[src/rtl/spi_reg_pkg.sv]
// Shared encodings and helpers for the SPI command decoder / register bank.
package spi_reg_pkg;

  localparam int ADDR_W = 7;
  localparam int CMD_RD_BIT = 7;
  localparam logic [7:0] ERR_FILL = 8'hFF;

  typedef enum logic [2:0] {
    ST_IDLE    = 3'd0,
    ST_CMD     = 3'd1,
    ST_WRITE   = 3'd2,
    ST_READ    = 3'd3,
    ST_DISCARD = 3'd4
  } state_t;

  // Next burst address, wrapping from the last register back to 0.
  function automatic logic [ADDR_W-1:0] ptr_wrap_inc(input logic [ADDR_W-1:0] ptr,
                                                     input int num_regs);
    if (int'(ptr) >= num_regs - 1) begin
      return {ADDR_W{1'b0}};
    end else begin
      return ptr + 7'd1;
    end
  endfunction

endpackage

[src/rtl/spi_reg_array.sv]
// RW register storage with a combined RW/RO asynchronous read port.
// Addresses below RO_BASE hit storage, RO_BASE..NUM_REGS-1 hit ro_in, anything else reads 0.
module spi_reg_array
  import spi_reg_pkg::*;
#(
  parameter int NUM_REGS = 32,
  parameter int RO_BASE  = 24
) (
  input  logic                              clk,
  input  logic                              reset,
  input  logic                              wr_en,
  input  logic [ADDR_W-1:0]                 wr_addr,
  input  logic [7:0]                        wr_data,
  input  logic [ADDR_W-1:0]                 rd_addr,
  output logic [7:0]                        rd_data,
  input  logic [8*(NUM_REGS-RO_BASE)-1:0]   ro_in,
  output logic [8*RO_BASE-1:0]              rw_out
);

  logic [8*RO_BASE-1:0] mem_r;

  // RW storage, cleared by reset, one byte written per enabled cycle.
  always_ff @(posedge clk) begin
    if (reset) begin
      mem_r <= {(8*RO_BASE){1'b0}};
    end else begin
      for (int k = 0; k < RO_BASE; k++) begin
        if (wr_en && (wr_addr == ADDR_W'(k))) begin
          mem_r[8*k +: 8] <= wr_data;
        end
      end
    end
  end

  // AND-OR read mux over RW storage and the live RO sources.
  always_comb begin
    rd_data = 8'h00;
    for (int k = 0; k < RO_BASE; k++) begin
      rd_data = rd_data | ({8{rd_addr == ADDR_W'(k)}} & mem_r[8*k +: 8]);
    end
    for (int j = 0; j < NUM_REGS - RO_BASE; j++) begin
      rd_data = rd_data | ({8{rd_addr == ADDR_W'(RO_BASE + j)}} & ro_in[8*j +: 8]);
    end
  end

  assign rw_out = mem_r;

endmodule

[src/rtl/spi_reg_bank.sv]
// SPI byte-level command decoder and register file (top).
// Define SPI_REG_AUTOINC_EN for burst auto-increment of the address pointer.
module spi_reg_bank
  import spi_reg_pkg::*;
#(
  parameter int NUM_REGS = 32,
  parameter int RO_BASE  = 24
) (
  input  logic                              clk,
  input  logic                              reset,
  input  logic                              cs,
  input  logic [7:0]                        rx_byte,
  input  logic                              rx_valid,
  output logic [7:0]                        tx_byte,
  output logic                              tx_load,
  output logic [8*RO_BASE-1:0]              rw_out,
  input  logic [8*(NUM_REGS-RO_BASE)-1:0]   ro_in,
  output logic                              wr_strobe,
  output logic [ADDR_W-1:0]                 wr_addr,
  input  logic                              clr_err,
  output logic                              err
);

`ifdef SPI_REG_AUTOINC_EN
  localparam bit AUTOINC = 1'b1;
`else
  localparam bit AUTOINC = 1'b0;
`endif

  state_t              state_r;
  logic [ADDR_W-1:0]   addr_ptr_r;
  logic [ADDR_W-1:0]   next_ptr_s;
  logic [ADDR_W-1:0]   rd_addr_s;
  logic [7:0]          rd_data_s;
  logic                byte_s;
  logic                cmd_bad_s;
  logic                wr_ok_s;
  logic                wr_en_s;
  logic                err_set_s;

  // Pointer advance, read address selection and byte qualification.
  always_comb begin
    if (AUTOINC) begin
      next_ptr_s = ptr_wrap_inc(addr_ptr_r, NUM_REGS);
    end else begin
      next_ptr_s = addr_ptr_r;
    end
    // The command byte's own address feeds the mux so the first read byte is ready at N+1.
    if (state_r == ST_CMD) begin
      rd_addr_s = rx_byte[ADDR_W-1:0];
    end else begin
      rd_addr_s = next_ptr_s;
    end
    byte_s    = rx_valid && !cs;
    cmd_bad_s = int'(rx_byte[ADDR_W-1:0]) >= NUM_REGS;
    wr_ok_s   = int'(addr_ptr_r) < RO_BASE;
    wr_en_s   = byte_s && (state_r == ST_WRITE) && wr_ok_s;
    err_set_s = byte_s && (state_r == ST_CMD) && cmd_bad_s;
  end

  spi_reg_array #(
    .NUM_REGS (NUM_REGS),
    .RO_BASE  (RO_BASE)
  ) u_array (
    .clk     (clk),
    .reset   (reset),
    .wr_en   (wr_en_s),
    .wr_addr (addr_ptr_r),
    .wr_data (rx_byte),
    .rd_addr (rd_addr_s),
    .rd_data (rd_data_s),
    .ro_in   (ro_in),
    .rw_out  (rw_out)
  );

  // Transaction FSM with registered tx, strobe and sticky error outputs.
  always_ff @(posedge clk) begin
    if (reset) begin
      state_r    <= ST_IDLE;
      addr_ptr_r <= {ADDR_W{1'b0}};
      tx_byte    <= 8'h00;
      tx_load    <= 1'b0;
      wr_strobe  <= 1'b0;
      wr_addr    <= {ADDR_W{1'b0}};
      err        <= 1'b0;
    end else begin
      tx_load   <= 1'b0;
      wr_strobe <= 1'b0;
      err       <= err_set_s | (err & ~clr_err);
      if (cs) begin
        state_r <= ST_IDLE;
      end else begin
        case (state_r)
          ST_IDLE: state_r <= ST_CMD;
          ST_CMD: begin
            if (rx_valid) begin
              addr_ptr_r <= rx_byte[ADDR_W-1:0];
              if (cmd_bad_s) begin
                state_r <= ST_DISCARD;
                tx_byte <= ERR_FILL;
                tx_load <= 1'b1;
              end else if (rx_byte[CMD_RD_BIT]) begin
                state_r <= ST_READ;
                tx_byte <= rd_data_s;
                tx_load <= 1'b1;
              end else begin
                state_r <= ST_WRITE;
                tx_byte <= 8'h00;
              end
            end
          end
          ST_WRITE: begin
            if (rx_valid) begin
              addr_ptr_r <= next_ptr_s;
              if (wr_ok_s) begin
                wr_strobe <= 1'b1;
                wr_addr   <= addr_ptr_r;
              end
            end
          end
          ST_READ: begin
            if (rx_valid) begin
              addr_ptr_r <= next_ptr_s;
              tx_byte    <= rd_data_s;
              tx_load    <= 1'b1;
            end
          end
          ST_DISCARD: state_r <= ST_DISCARD;
          default:    state_r <= ST_IDLE;
        endcase
      end
    end
  end

endmodule
[config.mk]
export PLATFORM = sky130hd
export DESIGN_NAME = spi_reg_bank
export DESIGN_NICKNAME = d
export VERILOG_FILES = /design/src/rtl/spi_reg_pkg.sv /design/src/rtl/spi_reg_array.sv /design/src/rtl/spi_reg_bank.sv
export SDC_FILE = /design/constraint.sdc
export NUM_CORES = 1
export LEC_CHECK = 0
export CAP_MARGIN = 25
export CORE_MARGIN = 8
export CORE_UTILIZATION = 52
export DETAILED_ROUTE_END_ITERATION = 8
export PLACE_DENSITY = 0.86
export SYNTH_ARGS = -nofsm -noshare
export SYNTH_HDL_FRONTEND = slang
export SYNTH_SLANG_ARGS = --single-unit
export TNS_END_PERCENT = 100
[constraint.sdc]
create_clock -name clk -period 6.74 [get_ports clk]
set_input_delay 1.348 -clock clk [delete_from_list [all_inputs] [get_ports clk]]
set_output_delay 1.348 -clock clk [all_outputs]
set_load 0.03 [all_outputs]
; Word level (Yosys, flattened, before mapping)
; Index checks and enable logic that the tools add are counted.
[classes]
eq_ne = 60
mul = 0
magnitude_cmp = 2
reduce_logical = 41
addsub = 0
shifts = 0
n_div = 0
bitwise_logic = 70
muxes = 16
[op_table]
columns = cell, count
row1 = $and 8x8->8, 32
row2 = $or 8x8->8, 31
row3 = $eq 7x5->1 const B, 24
row4 = $eq 7x4->1 const B, 16
row5 = $eq 7x3->1 const B, 8
row6 = $mux 8, 4
row7 = $logic_and 1x1->1, 29
row8 = $eq 7x2->1 const B, 4
row9 = $pmux 8 s2, 1
row10 = $eq 7x1->1 const B, 2
row11 = $logic_not 7->1, 2
row12 = $pmux 3 s4, 1
row13 = $reduce_and 4->1, 2
row14 = $ge 7x6->1 const B, 1
row15 = $lt 7x5->1 const B, 1
row16 = $mux 7, 1
row17 = $eq 3x2->1 const B, 2
row18 = $mux 1, 6
row19 = $mux 3, 2
row20 = $not 1->1, 5
row21 = $ne 2x2->1 const B, 2
row22 = $reduce_or 2->1, 2
row23 = $reduce_or 4->1, 1
row24 = $eq 3x1->1 const B, 1
row25 = 9 further kinds, 9
[totals]
wordCells = 220
ramBits = 0
regBits = 220
mem_count = 0
input_bits = 77
latch_bits = 0
out_inout_bits = 210
rom_bits = 0

; Logic depth before layout (Yosys ltp)
[logic_depth]
word_depth = 39
depth_mapped = 11
mapped_depth_nobuf = 7

; Hierarchy
; A second synthesis with hierarchy kept.
[hier_totals]
hier_cells = 1273
area_unflattened_um2 = 10640.2
[by_module_without_submodules]
columns = module, seq_area_each_um2, n_inst, cells_per_inst, area_per_inst_um2
row1 = spi_reg_array, 3843.7, 1, 1140, 9414.0
row2 = spi_reg_bank, 560.5, 1, 133, 1226.2

; Worst setup path before layout
; No wires, ideal clock.
[synth_timing]
kind = in2reg
startpoint = input rx_byte[6]
endpoint = register tx_byte[0]
n_path_buf = 1
cell_stages = 8
setup_ns = 0.074
path_slack_ns = 3.466
required_time_ns = 6.666
arrival_ns = 3.200
path_cell_list = or4b_4 > or3b_1 > clkbuf_2 > o22ai_1 > a222oi_1 > nand2_1 > nor3b_1 > a31oi_1
[synth_between]
elab_chain_cells = 38
word_cells_on_any_way = 102
cone_classes = 1 x order compare / 31 x eq/ne / 6 x mux / 63 x bitwise / 1 x reduce/logical
[synth_lines]
columns = element, line_no
row1 = "start, declared", spi_reg_bank.sv:12  ; input logic [7:0] rx_byte,
row2 = $mux 7, spi_reg_bank.sv:49  ; if (state_r == ST_CMD) begin
row3 = $eq 7x1->1 / $logic_not 7->1 (equally long branches), spi_reg_array.sv:39  ; rd_data = rd_data | ({8{rd_addr == ADDR_W'(k)}} & mem_r[8*k +: 8]);
row4 = $and 8x8->8, spi_reg_array.sv:39
row5 = $or 8x8->8 (23 in series), spi_reg_array.sv:39
row6 = $or 8x8->8 (8 in series), spi_reg_array.sv:42  ; rd_data = rd_data | ({8{rd_addr == ADDR_W'(RO_BASE + j)}} & ro_in[8*j +: 8]);
row7 = $mux 8, spi_reg_bank.sv:102  ; end else if (rx_byte[CMD_RD_BIT]) begin
row8 = $mux 8, spi_reg_bank.sv:98  ; if (cmd_bad_s) begin
row9 = $mux 8, spi_reg_bank.sv:96  ; if (rx_valid) begin
row10 = $pmux 8 s2 (*), spi_reg_bank.sv:93  ; case (state_r)
row11 = "end signal, assigned", spi_reg_bank.sv:104  ; tx_byte <= rd_data_s;
row12 = "end signal, assigned", spi_reg_bank.sv:124  ; tx_byte <= rd_data_s;
row13 = "end, declared", spi_reg_bank.sv:14  ; output logic [7:0] tx_byte,
; Every way passes the cells marked *; elsewhere a longest branch is shown, timed or not. The select of a mux whose other input is x is not followed.
; A chain may end at the register's enable or synchronous reset.

; Final worst setup path
[layout_timing]
startpoint = input rx_byte[3]
endpoint = register tx_byte[3]
; Same word-level chain as after synthesis.

==> impl_metrics.json <==
{
  "status": "finished with violations",
  "violations": "design-rule violations",
  "syn-cell-area_um2": 10400,
  "yosysSeqAreaShare": 0.424,
  "rr_endpoint": "u_array.rw_out[0]$_SDFFE_PP0P_",
  "vias": 12200,
  "final_layout_size_suffix_gt1_frac": 0.0602,
  "insertion_delay_ns": 0.53,
  "reg2reg_depth": 7,
  "antenna_found_initial": 2,
  "max-cap-violations": 0,
  "final_hold_viol_count": 0,
  "power.leakage_nw": 4.66,
  "ys_warn_count": 0,
  "r2r-start": "addr_ptr_r[5]$_SDFFE_PP0P_",
  "gp_congestion": 1.04,
  "clock_path_buffers": 3,
  "ant_nets": 0,
  "io_pins": 287,
  "period_needed_ns": 4.75,
  "core_um2": 19500,
  "worst_slew_pin_slew_ns": 1.11,
  "cts_resized": 0,
  "required_ns": 7.18,
  "slew_viol_final": 0,
  "synth_top_area_frac": 0.424,
  "path_class": "input port to flop",
  "dieArea_um2": 24700,
  "reg2reg_slack_ns": 2.85,
  "grt_use_total": 0.399,
  "via_per_inst": 6.86,
  "dieHeight_um": 157,
  "avgSynthCellArea_um2": 8.19,
  "layout.nets": 1571,
  "min-delay-start": "wr_addr[5]$_SDFFE_PP0P_",
  "finalCritPeriodShare": 0.705,
  "cts.sinks": 220,
  "grt_pass1_wl_um": 74700,
  "placed_area_um2": 13300,
  "num_antenna_cells": 0,
  "fin_setup_tns_ns": 0,
  "drc_errors": 1,
  "dr.pass1.iters": 9,
  "cts-hold-fix-buffers": 0,
  "hold-path-cell-count": 1,
  "slew_headroom": 0.257,
  "setup_viol": 0,
  "ys.flop_type": "dfxtp_1",
  "ir_drop_uv": 209,
  "end_kind": "flop",
  "synthCells": 1268,
  "postCtsSetupBuffers": 0,
  "dp_slack_ns": 1.84,
  "grt_max_degree": 127,
  "yosysTopAreaCell": "dfxtp_1",
  "h-tree-depth": 1,
  "min_path_type": "flop to flop",
  "numCtsBuffers": 23,
  "ys_ff_latch": 220,
  "clk_pin_slew_worst_paths_ns": 0.06,
  "min_to": "wr_addr[5]$_SDFFE_PP0P_",
  "synthToLayoutAreaGrowth_pct": 36.4,
  "rsz0062_at_grt": "false",
  "dp.final_hpwl_um": 36600,
  "async_flop_share": 0,
  "fin_area_um2": 14200,
  "setup_slack_ns": 1.99,
  "row_count": 51,
  "grt_pass1_vias": 11700,
  "io_buffers": 286,
  "synthTopCellsByArea": "dfxtp_1 42%, mux2i_1 7.9%, a21oi_1 6.9%, nand2_1 6.1%, nand3_1 4.1%",
  "route.final.wire_length_um": 51200,
  "avgRoutedWirePerCell_um": 28.8,
  "grt-ovfl-total": 0,
  "synth_fp_nets": 1345,
  "drt-initial-drc-count": 1908,
  "fmax_mhz": 210,
  "pwr_density_cell_nw_per_um2": 202,
  "skew_ns": 0.0171,
  "worst_setup_path_start_kind": "input port",
  "cts_tree": "done",
  "clock_tree.root_cell": "clkbuf_16",
  "cp.arrival_ns": 5.19,
  "start_util": 0.532,
  "synth_edf_count": 0,
  "die_x_um": 157,
  "crit_fanout": 17,
  "netlist-cell-type-count": 66
}
-- metrics by stage --
stage	util	hold slack, ns	power, W	std cells
detailed placement	0.683	0.465	0.00152	1734
global placement	0.682	0.459	0.00152	1732
global route	0.725	0.494	0.00291	1776
finish	0.725	0.474	0.00286	1776
CTS	0.725	0.473	0.00285	1776
floorplan	-	0.530	0.00142	1268
-- critical path, stage by stage --
cell and delay [ns]:
clkdlybuf4s50_1 1.07, buf_4 0.43, or3b_1 0.55, o22ai_1 0.91
a222oi_1 0.44, nand2_1 0.15, nor3b_1 0.06, a31oi_1 0.22
-- routing by layer --
metal  up-vias  part of all wire  track usage
met5         -           0.00053            0
met4         4             0.059        0.218
met3       255              0.15        0.117
met2      1156              0.44        0.620
met1      5666              0.35        0.488
li1       5109                 -            -
-- power breakdown --
part | internal (W) | switching, W
Combinational | 0.0000672 | 0.000126
Sequential | 0.00130 | 0.00000638
Clock | 0.000814 | 0.000543
Total | 0.00218 | 0.000675
-- flip-flops by register name, summed over array words and instances, names as in the netlist --
| register | cells |
|---|---|
| u_array.rw_out | 192 |
| err | 1 |
| addr_ptr_r | 7 |
| wr_strobe | 1 |
| wr_addr | 7 |
| tx_load | 1 |
| state_r | 3 |
| tx_byte | 8 |
-- cell families (layout without fill, tap and decap cells) --
| logic type | after synthesis | count (layout) | share of synthesized area |
|---|---|---|---|
| flip-flops | 220 | 220 | 0.424 |
| buffers and inverters | 117 | 360 | 0.0456 |
| AO/OA/AOI/OAI | 389 | 389 | 0.237 |
| multiplexers | 86 | 86 | 0.0840 |
| AND/OR/NAND/NOR | 456 | 456 | 0.209 |
-- cell usage in the layout (no fill, tap or decap), drive strengths merged, types with 5 or more instances in the layout --
cell | synthesis | routed
a31oi | 12 | 12
or2 | 6 | 6
dfxtp | 220 | 220
nor3 | 14 | 14
inv | 5 | 6
nand2b | 8 | 8
buf | 25 | 29
nand2 | 170 | 170
mux2i | 83 | 83
a221o | 7 | 7
nor4b | 5 | 5
and3 | 8 | 8
o21ai | 79 | 79
o22ai | 18 | 18
nor2 | 106 | 106
a21oi | 144 | 144
nor3b | 8 | 8
a22o | 26 | 26
a22oi | 49 | 49
clkdlybuf4s50 | 0 | 284
a222oi | 20 | 20
nand3 | 87 | 87
nor4 | 9 | 9
a221oi | 14 | 14
clkbuf | 87 | 37
and2 | 6 | 6
-- cell usage after synthesis, drive strengths merged (2+ instances only) --
cell type    n
inv          5
mux2i       83
nand2b       8
nor4b        5
nor3b        8
or2          6
nand4        3
a22oi       49
nand3b       2
nor2b        4
nand4b       2
a221o        7
a21oi      144
mux2         3
a211oi       3
nor3        14
a221oi      14
o22ai       18
a2111oi      4
o32ai        2
or4bb        3
nand3       87
nor2       106
a22o        26
or3          3
o21ai       79
and2         6
a222oi      20
and3         8
buf         25
or3b         3
nand2      170
clkbuf      87
nor4         9
a31oi       12
nor4bb       4
dfxtp      220
a21boi       2
-- cell type report --
type	count	area, um2
multi-input combinational	931	5530
fill	1526	5370
sequential	220	4400
timing repair buffer	313	3060
clock buffer	37	728
tap	265	332
clock inverter	5	81.3
inverter	5	18.8
-- worst max path at each step --
stage,startpoint,endpoint,depth (start not counted)
floorplan,rx_byte[6],tx_byte[0]$_SDFFE_PP0P_,8
global placement,rx_byte[3],tx_byte[5]$_SDFFE_PP0P_,8
detailed placement,rx_byte[3],tx_byte[1]$_SDFFE_PP0P_,8
CTS,rx_byte[3],tx_byte[3]$_SDFFE_PP0P_,8
global route,cs,u_array.rw_out[1]$_SDFFE_PP0P_,8
finish,rx_byte[3],tx_byte[3]$_SDFFE_PP0P_,8
Power figures use the tool's default switching activity.
